[src/rtl/uart_pkg.sv]
// Shared state encodings and parity helpers for the configurable UART core.
package uart_pkg;

  localparam int PAR_NONE = 0;
  localparam int PAR_EVEN = 1;
  localparam int PAR_ODD  = 2;

  typedef enum logic [2:0] {
    TX_IDLE,
    TX_START,
    TX_DATA,
    TX_PARITY,
    TX_STOP
  } tx_state_t;

  typedef enum logic [2:0] {
    RX_IDLE,
    RX_START,
    RX_DATA,
    RX_PARITY,
    RX_STOP
  } rx_state_t;

  // Callers zero-extend narrower words; the extra zeros do not change the XOR.
  function automatic logic parity_bit(input logic [7:0] data, input int mode);
    return (mode == PAR_ODD) ? ~(^data) : (^data);
  endfunction

endpackage

[src/rtl/uart_fifo.sv]
// RX byte FIFO: pointer-addressed register storage with a combinational head.
module uart_fifo #(
  parameter int DATA_W     = 8,
  parameter int FIFO_DEPTH = 4
) (
  input  logic              clk,
  input  logic              reset,
  input  logic              push,
  input  logic [DATA_W-1:0] push_data,
  input  logic              pop,
  output logic [DATA_W-1:0] head,
  output logic              rdy,
  output logic              overflow
);

  localparam int AW = $clog2(FIFO_DEPTH);

  logic [DATA_W-1:0] mem_reg [FIFO_DEPTH];
  logic [AW-1:0]     wr_ptr_reg;
  logic [AW-1:0]     rd_ptr_reg;
  logic [AW:0]       count_reg;
  logic              full;
  logic              do_pop;
  logic              do_push;

  assign full     = (count_reg == (AW+1)'(FIFO_DEPTH));
  assign do_pop   = pop && (count_reg != '0);
  // A pop in the same cycle frees the slot, so a full FIFO can still accept.
  assign do_push  = push && (!full || do_pop);
  assign overflow = push && full && !do_pop;
  assign rdy      = (count_reg != '0);
  assign head     = rdy ? mem_reg[rd_ptr_reg] : '0;

  genvar gi;
  generate
    for (gi = 0; gi < FIFO_DEPTH; gi++) begin : g_entry
      always_ff @(posedge clk) begin
        if (do_push && (wr_ptr_reg == AW'(gi))) begin
          mem_reg[gi] <= push_data;
        end
      end
    end
  endgenerate

  always_ff @(posedge clk) begin
    if (!reset) begin
      wr_ptr_reg <= '0;
      rd_ptr_reg <= '0;
      count_reg  <= '0;
    end else begin
      if (do_push) wr_ptr_reg <= wr_ptr_reg + 1'b1;
      if (do_pop)  rd_ptr_reg <= rd_ptr_reg + 1'b1;
      case ({do_push, do_pop})
        2'b10:   count_reg <= count_reg + 1'b1;
        2'b01:   count_reg <= count_reg - 1'b1;
        default: count_reg <= count_reg;
      endcase
    end
  end

endmodule

[src/rtl/uart_cfg_core.sv]
// UART core: tick generator, TX and RX framers sharing one 16x oversample tick,
// loopback mux ahead of the RX synchroniser, sticky error flags and an RX FIFO.
module uart_cfg_core
  import uart_pkg::*;
#(
  parameter int DATA_W     = 8,
  parameter int CLK_DIV    = 54,
  parameter int PARITY     = 0,
  parameter int STOP_BITS  = 1,
  parameter int FIFO_DEPTH = 4
) (
  input  logic              clk,
  input  logic              reset,
  input  logic [DATA_W-1:0] data_in,
  input  logic              wr_en,
  output logic              busy,
  output logic              tx,
  input  logic              rx,
  input  logic              loopback,
  output logic [DATA_W-1:0] data_out,
  output logic              rdy,
  input  logic              rdy_clr,
  output logic              parity_err,
  output logic              frame_err,
  output logic              overrun,
  input  logic              err_clr
);

  localparam int DIV_W = $clog2(CLK_DIV);
  localparam logic [2:0] LAST_BIT = 3'(DATA_W - 1);

  logic [DIV_W-1:0] div_cnt_reg;
  logic             tick_reg;

  always_ff @(posedge clk) begin
    if (!reset) begin
      div_cnt_reg <= '0;
      tick_reg    <= 1'b0;
    end else if (div_cnt_reg == DIV_W'(CLK_DIV - 1)) begin
      div_cnt_reg <= '0;
      tick_reg    <= 1'b1;
    end else begin
      div_cnt_reg <= div_cnt_reg + 1'b1;
      tick_reg    <= 1'b0;
    end
  end

  tx_state_t         tx_state_reg;
  logic [3:0]        tx_tick_reg;
  logic [2:0]        tx_bit_reg;
  logic              tx_stop_reg;
  logic [DATA_W-1:0] tx_shift_reg;
  logic              tx_par_reg;
  logic              tx_reg;
  logic              busy_reg;

  // Each bit advances on the 16th tick after it started.
  always_ff @(posedge clk) begin
    if (!reset) begin
      tx_state_reg <= TX_IDLE;
      tx_tick_reg  <= '0;
      tx_bit_reg   <= '0;
      tx_stop_reg  <= 1'b0;
      tx_shift_reg <= '0;
      tx_par_reg   <= 1'b0;
      tx_reg       <= 1'b1;
      busy_reg     <= 1'b0;
    end else if (tx_state_reg == TX_IDLE) begin
      tx_reg      <= 1'b1;
      tx_tick_reg <= '0;
      if (wr_en) begin
        tx_shift_reg <= data_in;
        tx_par_reg   <= parity_bit(8'(data_in), PARITY);
        tx_state_reg <= TX_START;
        tx_reg       <= 1'b0;
        busy_reg     <= 1'b1;
      end
    end else if (tick_reg) begin
      tx_tick_reg <= tx_tick_reg + 4'd1;
      if (tx_tick_reg == 4'd15) begin
        case (tx_state_reg)
          TX_START: begin
            tx_state_reg <= TX_DATA;
            tx_bit_reg   <= '0;
            tx_reg       <= tx_shift_reg[0];
          end
          TX_DATA: begin
            if (tx_bit_reg == LAST_BIT) begin
              if (PARITY != PAR_NONE) begin
                tx_state_reg <= TX_PARITY;
                tx_reg       <= tx_par_reg;
              end else begin
                tx_state_reg <= TX_STOP;
                tx_stop_reg  <= 1'b0;
                tx_reg       <= 1'b1;
              end
            end else begin
              tx_bit_reg   <= tx_bit_reg + 3'd1;
              tx_shift_reg <= tx_shift_reg >> 1;
              tx_reg       <= tx_shift_reg[1];
            end
          end
          TX_PARITY: begin
            tx_state_reg <= TX_STOP;
            tx_stop_reg  <= 1'b0;
            tx_reg       <= 1'b1;
          end
          TX_STOP: begin
            if ((STOP_BITS == 1) || tx_stop_reg) begin
              tx_state_reg <= TX_IDLE;
              busy_reg     <= 1'b0;
            end else begin
              tx_stop_reg <= 1'b1;
            end
          end
          default: tx_state_reg <= TX_IDLE;
        endcase
      end
    end
  end

  assign tx   = tx_reg;
  assign busy = busy_reg;

  logic rx_meta_reg;
  logic rx_sync_reg;
  logic rx_prev_reg;

  always_ff @(posedge clk) begin
    if (!reset) begin
      rx_meta_reg <= 1'b1;
      rx_sync_reg <= 1'b1;
      rx_prev_reg <= 1'b1;
    end else begin
      rx_meta_reg <= loopback ? tx_reg : rx;
      rx_sync_reg <= rx_meta_reg;
      rx_prev_reg <= rx_sync_reg;
    end
  end

  rx_state_t         rx_state_reg;
  logic [3:0]        rx_tick_reg;
  logic [2:0]        rx_bit_reg;
  logic              rx_stop_reg;
  logic [DATA_W-1:0] rx_shift_reg;
  logic              rx_par_bad_reg;
  logic              rx_frm_bad_reg;
  logic              push_reg;
  logic [DATA_W-1:0] push_data_reg;
  logic              par_set_reg;
  logic              frm_set_reg;

  // Samples land on the 8th tick of each bit; bit boundaries on the 16th.
  always_ff @(posedge clk) begin
    if (!reset) begin
      rx_state_reg   <= RX_IDLE;
      rx_tick_reg    <= '0;
      rx_bit_reg     <= '0;
      rx_stop_reg    <= 1'b0;
      rx_shift_reg   <= '0;
      rx_par_bad_reg <= 1'b0;
      rx_frm_bad_reg <= 1'b0;
      push_reg       <= 1'b0;
      push_data_reg  <= '0;
      par_set_reg    <= 1'b0;
      frm_set_reg    <= 1'b0;
    end else begin
      push_reg    <= 1'b0;
      par_set_reg <= 1'b0;
      frm_set_reg <= 1'b0;
      if (rx_state_reg == RX_IDLE) begin
        if (rx_prev_reg && !rx_sync_reg) begin
          rx_state_reg   <= RX_START;
          rx_tick_reg    <= '0;
          rx_bit_reg     <= '0;
          rx_stop_reg    <= 1'b0;
          rx_par_bad_reg <= 1'b0;
          rx_frm_bad_reg <= 1'b0;
        end
      end else if (tick_reg) begin
        rx_tick_reg <= rx_tick_reg + 4'd1;
        if (rx_tick_reg == 4'd7) begin
          case (rx_state_reg)
            RX_START:  if (rx_sync_reg) rx_state_reg <= RX_IDLE;
            RX_DATA:   rx_shift_reg <= {rx_sync_reg, rx_shift_reg[DATA_W-1:1]};
            RX_PARITY: rx_par_bad_reg <= (rx_sync_reg != parity_bit(8'(rx_shift_reg), PARITY));
            RX_STOP: begin
              if ((STOP_BITS == 1) || rx_stop_reg) begin
                rx_state_reg  <= RX_IDLE;
                push_reg      <= 1'b1;
                push_data_reg <= rx_shift_reg;
                par_set_reg   <= rx_par_bad_reg;
                frm_set_reg   <= rx_frm_bad_reg | !rx_sync_reg;
              end else begin
                rx_frm_bad_reg <= rx_frm_bad_reg | !rx_sync_reg;
              end
            end
            default: rx_state_reg <= RX_IDLE;
          endcase
        end else if (rx_tick_reg == 4'd15) begin
          case (rx_state_reg)
            RX_START: begin
              rx_state_reg <= RX_DATA;
              rx_bit_reg   <= '0;
            end
            RX_DATA: begin
              if (rx_bit_reg == LAST_BIT) begin
                rx_state_reg <= (PARITY != PAR_NONE) ? RX_PARITY : RX_STOP;
                rx_stop_reg  <= 1'b0;
              end else begin
                rx_bit_reg <= rx_bit_reg + 3'd1;
              end
            end
            RX_PARITY: begin
              rx_state_reg <= RX_STOP;
              rx_stop_reg  <= 1'b0;
            end
            RX_STOP: rx_stop_reg <= 1'b1;
            default: rx_state_reg <= RX_IDLE;
          endcase
        end
      end
    end
  end

  logic fifo_overflow;

  uart_fifo #(
    .DATA_W     (DATA_W),
    .FIFO_DEPTH (FIFO_DEPTH)
  ) u_fifo (
    .clk       (clk),
    .reset     (reset),
    .push      (push_reg),
    .push_data (push_data_reg),
    .pop       (rdy_clr),
    .head      (data_out),
    .rdy       (rdy),
    .overflow  (fifo_overflow)
  );

  logic parity_err_reg;
  logic frame_err_reg;
  logic overrun_reg;

  // A set in the same cycle as err_clr wins.
  always_ff @(posedge clk) begin
    if (!reset) begin
      parity_err_reg <= 1'b0;
      frame_err_reg  <= 1'b0;
      overrun_reg    <= 1'b0;
    end else begin
      parity_err_reg <= par_set_reg   | (parity_err_reg & !err_clr);
      frame_err_reg  <= frm_set_reg   | (frame_err_reg  & !err_clr);
      overrun_reg    <= fifo_overflow | (overrun_reg    & !err_clr);
    end
  end

  assign parity_err = parity_err_reg;
  assign frame_err  = frame_err_reg;
  assign overrun    = overrun_reg;

endmodule

[config.mk]
export PLATFORM = sky130hd
export DESIGN_NAME = uart_cfg_core
export DESIGN_NICKNAME = d
export VERILOG_FILES = /design/src/rtl/uart_pkg.sv /design/src/rtl/uart_fifo.sv /design/src/rtl/uart_cfg_core.sv
export SDC_FILE = /design/constraint.sdc
export NUM_CORES = 1
export LEC_CHECK = 0
export ABC_AREA = 1
export BUFFER_PORTS_ARGS = -buffer_cell sky130_fd_sc_hd__buf_2
export CAP_MARGIN = 20
export CORE_AREA = 3 3 82 116
export DETAILED_ROUTE_END_ITERATION = 16
export DIE_AREA = 0 0 85 119
export HOLD_SLACK_MARGIN = 0.05
export PLACE_DENSITY = 0.8
export SETUP_SLACK_MARGIN = 0.3
export SLEW_MARGIN = 20
export SYNTH_ARGS = -nofsm -noshare
export SYNTH_HDL_FRONTEND = slang
export SYNTH_SLANG_ARGS = --single-unit
[constraint.sdc]
create_clock -name clk -period 1.5 [get_ports clk]
set_input_delay 0 -clock clk [delete_from_list [all_inputs] [get_ports clk]]
set_output_delay 0 -clock clk [all_outputs]
set_load 0.01 [all_outputs]
==> metrics.txt <==
# TYPE chip_impl_metric gauge
chip_impl_metric{name="grt_antenna_before_repair",unit=""} 0
chip_impl_metric{name="cts-htree-levels",unit=""} 3
chip_impl_metric{name="aggregate_negative_setup_slack",unit="ns"} -0.102
chip_impl_metric{name="dr_total_vias",unit=""} 4285
chip_impl_info{name="layout_common_cells",value="89 x sky130_fd_sc_hd__nand2_1, 78 x sky130_fd_sc_hd__nor2_1, 53 x sky130_fd_sc_hd__dfxtp_1"} 1
chip_impl_metric{name="post_synth_mux_area_share",unit="%"} 0
chip_impl_info{name="dominant_combinational_cell_family_by_area_after_synthesis",value="simple AND/OR/NAND/NOR gates"} 1
chip_impl_metric{name="largest_register_ffs",unit=""} 32
chip_impl_metric{name="synth_compound_gate_area_share",unit="%"} 12.9
chip_impl_metric{name="post-place-ws",unit="ns"} -0.0187
chip_impl_metric{name="utilization",unit="%"} 77.2
chip_impl_metric{name="num_antenna_cells",unit=""} 0
chip_impl_metric{name="drt-initial-drc-count",unit=""} 242
chip_impl_info{name="timing.critical_path.cells",value="inv_4 > nand2_4 > nand2_4 > nor2_4 > inv_2 > fa_2 > inv_1 > o21ai_1 > a21oi_1"} 1
chip_impl_metric{name="drt-wirelength-per-cell",unit="um"} 15.9
chip_impl_metric{name="die_w",unit="um"} 85
chip_impl_metric{name="clock_power_share",unit="%"} 24.5
chip_impl_metric{name="die_area",unit="mm2"} 0.0101
chip_impl_info{name="outcome",value="complete, but fails checks"} 1
chip_impl_info{name="slowest_stage",value="sky130_fd_sc_hd__fa_2"} 1
chip_impl_metric{name="cellInternalPower",unit="uW"} 5830
chip_impl_info{name="failed_checks",value="negative setup slack"} 1
chip_impl_metric{name="track_usage",unit="%"} 22.2
chip_impl_info{name="timing.critical_path.mode_cell",value="sky130_fd_sc_hd__nand2_4"} 1
chip_impl_metric{name="mappedNetlistArea",unit="mm2"} 0.00460
chip_impl_metric{name="drv_slew",unit=""} 0
chip_impl_metric{name="overflow",unit=""} 0
chip_impl_metric{name="max_freq",unit="GHz"} 0.646
chip_impl_metric{name="finClkSkew",unit="ns"} 0.00509
chip_impl_metric{name="number_of_buffers_created_by_cts",unit=""} 9
chip_impl_metric{name="port_buffers",unit=""} 28
chip_impl_info{name="tritoncts_clock_tree",value="done"} 1
chip_impl_metric{name="fin_crit",unit="ns"} 1.55
chip_impl_metric{name="synth.yosys.warnings",unit=""} 0
chip_impl_metric{name="maxCapViolations",unit=""} 0
chip_impl_metric{name="grt_max_degree",unit=""} 20
chip_impl_metric{name="xor_xnor_share_of_the_synthesized_area",unit="%"} 0.571
chip_impl_metric{name="yosys.area_share.adder",unit="%"} 3.70
chip_impl_metric{name="worstPathArrival",unit="ns"} 1.80
chip_impl_metric{name="drt_pass1_iterations",unit=""} 5
chip_impl_metric{name="netSwitchingPower",unit="uW"} 3400
chip_impl_metric{name="regArea",unit="mm2"} 0.00244
chip_impl_metric{name="period_share",unit="%"} 103
chip_impl_info{name="critical_path_class",value="flop to flop"} 1
chip_impl_metric{name="comb_power_share",unit="%"} 39.2
chip_impl_metric{name="pwr_density_cell",unit="mW/mm2"} 1400
chip_impl_metric{name="syn-mean-instance-area",unit="um2"} 8.04
chip_impl_metric{name="sw_frac_of_total",unit="%"} 36.8
chip_impl_metric{name="die-height",unit="um"} 119
chip_impl_metric{name="globalplace.congestion",unit=""} 0.830
chip_impl_metric{name="design.portCount",unit=""} 29
chip_impl_metric{name="clock_latency",unit="ns"} 0.36
chip_impl_metric{name="core.rowCount",unit=""} 40
chip_impl_metric{name="area_of_the_multi_input_gates",unit="mm2"} 0.00257
chip_impl_metric{name="synth.distinct_cells",unit=""} 36
chip_impl_metric{name="worstPathRequired",unit="ns"} 1.75
chip_impl_metric{name="area_fraction_in_and_or_nand_and_nor_cells_after_synthesis",unit="%"} 22.9
chip_impl_metric{name="layout_setup_ws",unit="ns"} -0.0485
chip_impl_metric{name="area.growth.synth_to_final",unit="%"} 43.6
chip_impl_metric{name="ys_seq_area_share",unit="%"} 52.2
chip_impl_metric{name="drive_gt1_share",unit="%"} 42.0
chip_impl_metric{name="detailedPlacementHpwl",unit="um"} 6340
chip_impl_metric{name="sequentialPowerShare",unit="%"} 36.4
chip_impl_metric{name="remaining_drc_errors",unit=""} 0
chip_impl_metric{name="post_drt_via_cell_ratio",unit=""} 5.45
chip_impl_info{name="commonest_non_fill_non_tap_cell_in_the_layout",value="sky130_fd_sc_hd__nand2_1"} 1
chip_impl_metric{name="placeableCoreArea",unit="mm2"} 0.00856
chip_impl_metric{name="ctsLongestPathBuffers",unit=""} 2
chip_impl_metric{name="power_leakage",unit="uW"} 0.00260
chip_impl_info{name="grt_setup_unrepaired",value="yes"} 1
chip_impl_info{name="hold_class",value="primary input to flop"} 1
chip_impl_metric{name="ant_nets",unit=""} 0
chip_impl_metric{name="grt_pass1_vias",unit=""} 4104
chip_impl_info{name="worst_setup_path_start_kind",value="flop"} 1
chip_impl_metric{name="ir_worst_vdd",unit="mV"} 1.15
chip_impl_metric{name="relSlewSlack",unit="%"} 65.4
chip_impl_info{name="worst_setup_path_end_kind",value="flop"} 1
chip_impl_metric{name="synth_nets",unit=""} 600
chip_impl_metric{name="clk_sinks",unit=""} 104
chip_impl_metric{name="hold_viol_final",unit=""} 0
chip_impl_metric{name="filler_cell_count",unit=""} 494
chip_impl_metric{name="ys_seq_elements",unit=""} 104
chip_impl_metric{name="global_route_wire_length_before_repair",unit="um"} 18100
chip_impl_metric{name="floorplan.initialDensity",unit="%"} 53.7
chip_impl_metric{name="crit_fanout",unit=""} 2
chip_impl_metric{name="tightest_slew",unit="ns"} 0.520
chip_impl_metric{name="synthCells",unit=""} 572
chip_impl_info{name="root_buf_cell",value="sky130_fd_sc_hd__clkbuf_16"} 1
chip_impl_metric{name="wirelength",unit="um"} 12500
chip_impl_metric{name="clk_pin_slew_worst_paths",unit="ns"} 0.07
chip_impl_metric{name="setup-violations-final",unit=""} 4
chip_impl_metric{name="final_net_count",unit=""} 704
chip_impl_metric{name="critPathMaxStageDelay",unit="ns"} 0.52
-- cell type report --
class / count / share of cell area, %
Multi-Input combinational cell: 385 / 39.0
Sequential cell: 104 / 37.0
Timing Repair Buffer: 105 / 12.8
Inverter: 70 / 4.81
Clock buffer: 9 / 3.41
Tap cell: 105 / 1.99
Clock inverter: 7 / 0.909
Timing Repair inverter: 1 / 0.133
-- synth_stat cells (all sizes together) --
cell type,number,area (um2)
o31ai,1,7.51
ha,12,150
inv,68,255
nand2,118,468
a21oi,57,293
or2,1,6.26
clkinv,2,13.8
nor3,5,30.0
fa,1,20.0
clkbuf,7,26.3
edfxtp,32,961
nor2,99,382
o21ai,57,289
dfxtp,72,1440
nand4,4,25.0
buf,7,58.8
a31oi,1,6.26
nor3b,4,30.0
xnor2,1,8.76
nand3,21,110
xor2,2,17.5
-- final timing paths --
check / start / to / slack (ns) / depth (start not counted)
worst max register to register: u_fifo.count_reg[2] / u_fifo.count_reg[1] / -0.05 / 9
worst max-delay path: u_fifo.count_reg[2] / u_fifo.count_reg[1] / -0.05 / 9
worst min-delay path: wr_en / busy / 0.09 / 5
worst min register to register: rx_meta_reg / rx_sync_reg / 0.41 / 1
-- critical path, delay by kind of cell, from the launching register on --
family | cells | cell delay (ns)
and+or+nand+nor | 3 | 0.23
buffers and inverters | 3 | 0.15
AOI/OAI and AO/OA | 2 | 0.18
adders and majority gates | 1 | 0.52
DFF | 1 | 0.36
-- through the flow --
| step | instances | power [uW] | hold slack (ns) | area, um2 |
|---|---|---|---|---|
| after floorplan | 572 | 4950 | 0.100 | 4840 |
| after global placement | 704 | 5510 | 0.207 | 5120 |
| after detailed placement | 704 | 5590 | 0.221 | 5120 |
| after CTS | 767 | 8580 | 0.0504 | 6140 |
| after global routing | 786 | 9700 | 0.123 | 6610 |
| final | 786 | 9230 | 0.0890 | 6610 |
-- per-layer routing --
layer / routed length, um / vias up / GRT usage, %
li1: - / 2060 / -
met1: 4320 / 2028 / 21.4
met2: 7170 / 134 / 42.8
met3: 427 / 63 / 2.91
met4: 586 / 0 / 14.1
met5: 0 / - / 0
-- power by group through the flow --
stage | logic [uW] | clock network (uW) | registers, uW
6_report | 3620 | 2260 | 3360
5_1_grt | 3920 | 2410 | 3380
4_1_cts | 2990 | 2260 | 3320
3_5_place_dp | 2220 | 0 | 3370
3_3_place_gp | 2150 | 0 | 3350
2_1_floorplan | 1620 | 0 | 3330
-- repair_timing --
action | 4_1_cts | 5_1_grt
pin swaps | 46 | 28
hold buffers | 12 | 0
resized for setup | 102 | 84
buffers inserted | 33 | 19
hold endpoints to repair | 12 | 0
gates cloned | 2 | 0
endpoints found under the setup margin | 90 | 102
-- cells by family (layout without fill, tap and decap cells) --
family,count (synthesis),count (layout)
fa+ha+maj,13,13
simple gates,252,253
flops,104,104
compound gates,116,116
xor+xnor,3,3
buf+inv,84,192
Note: power is estimated with default switching activity, not from simulation.
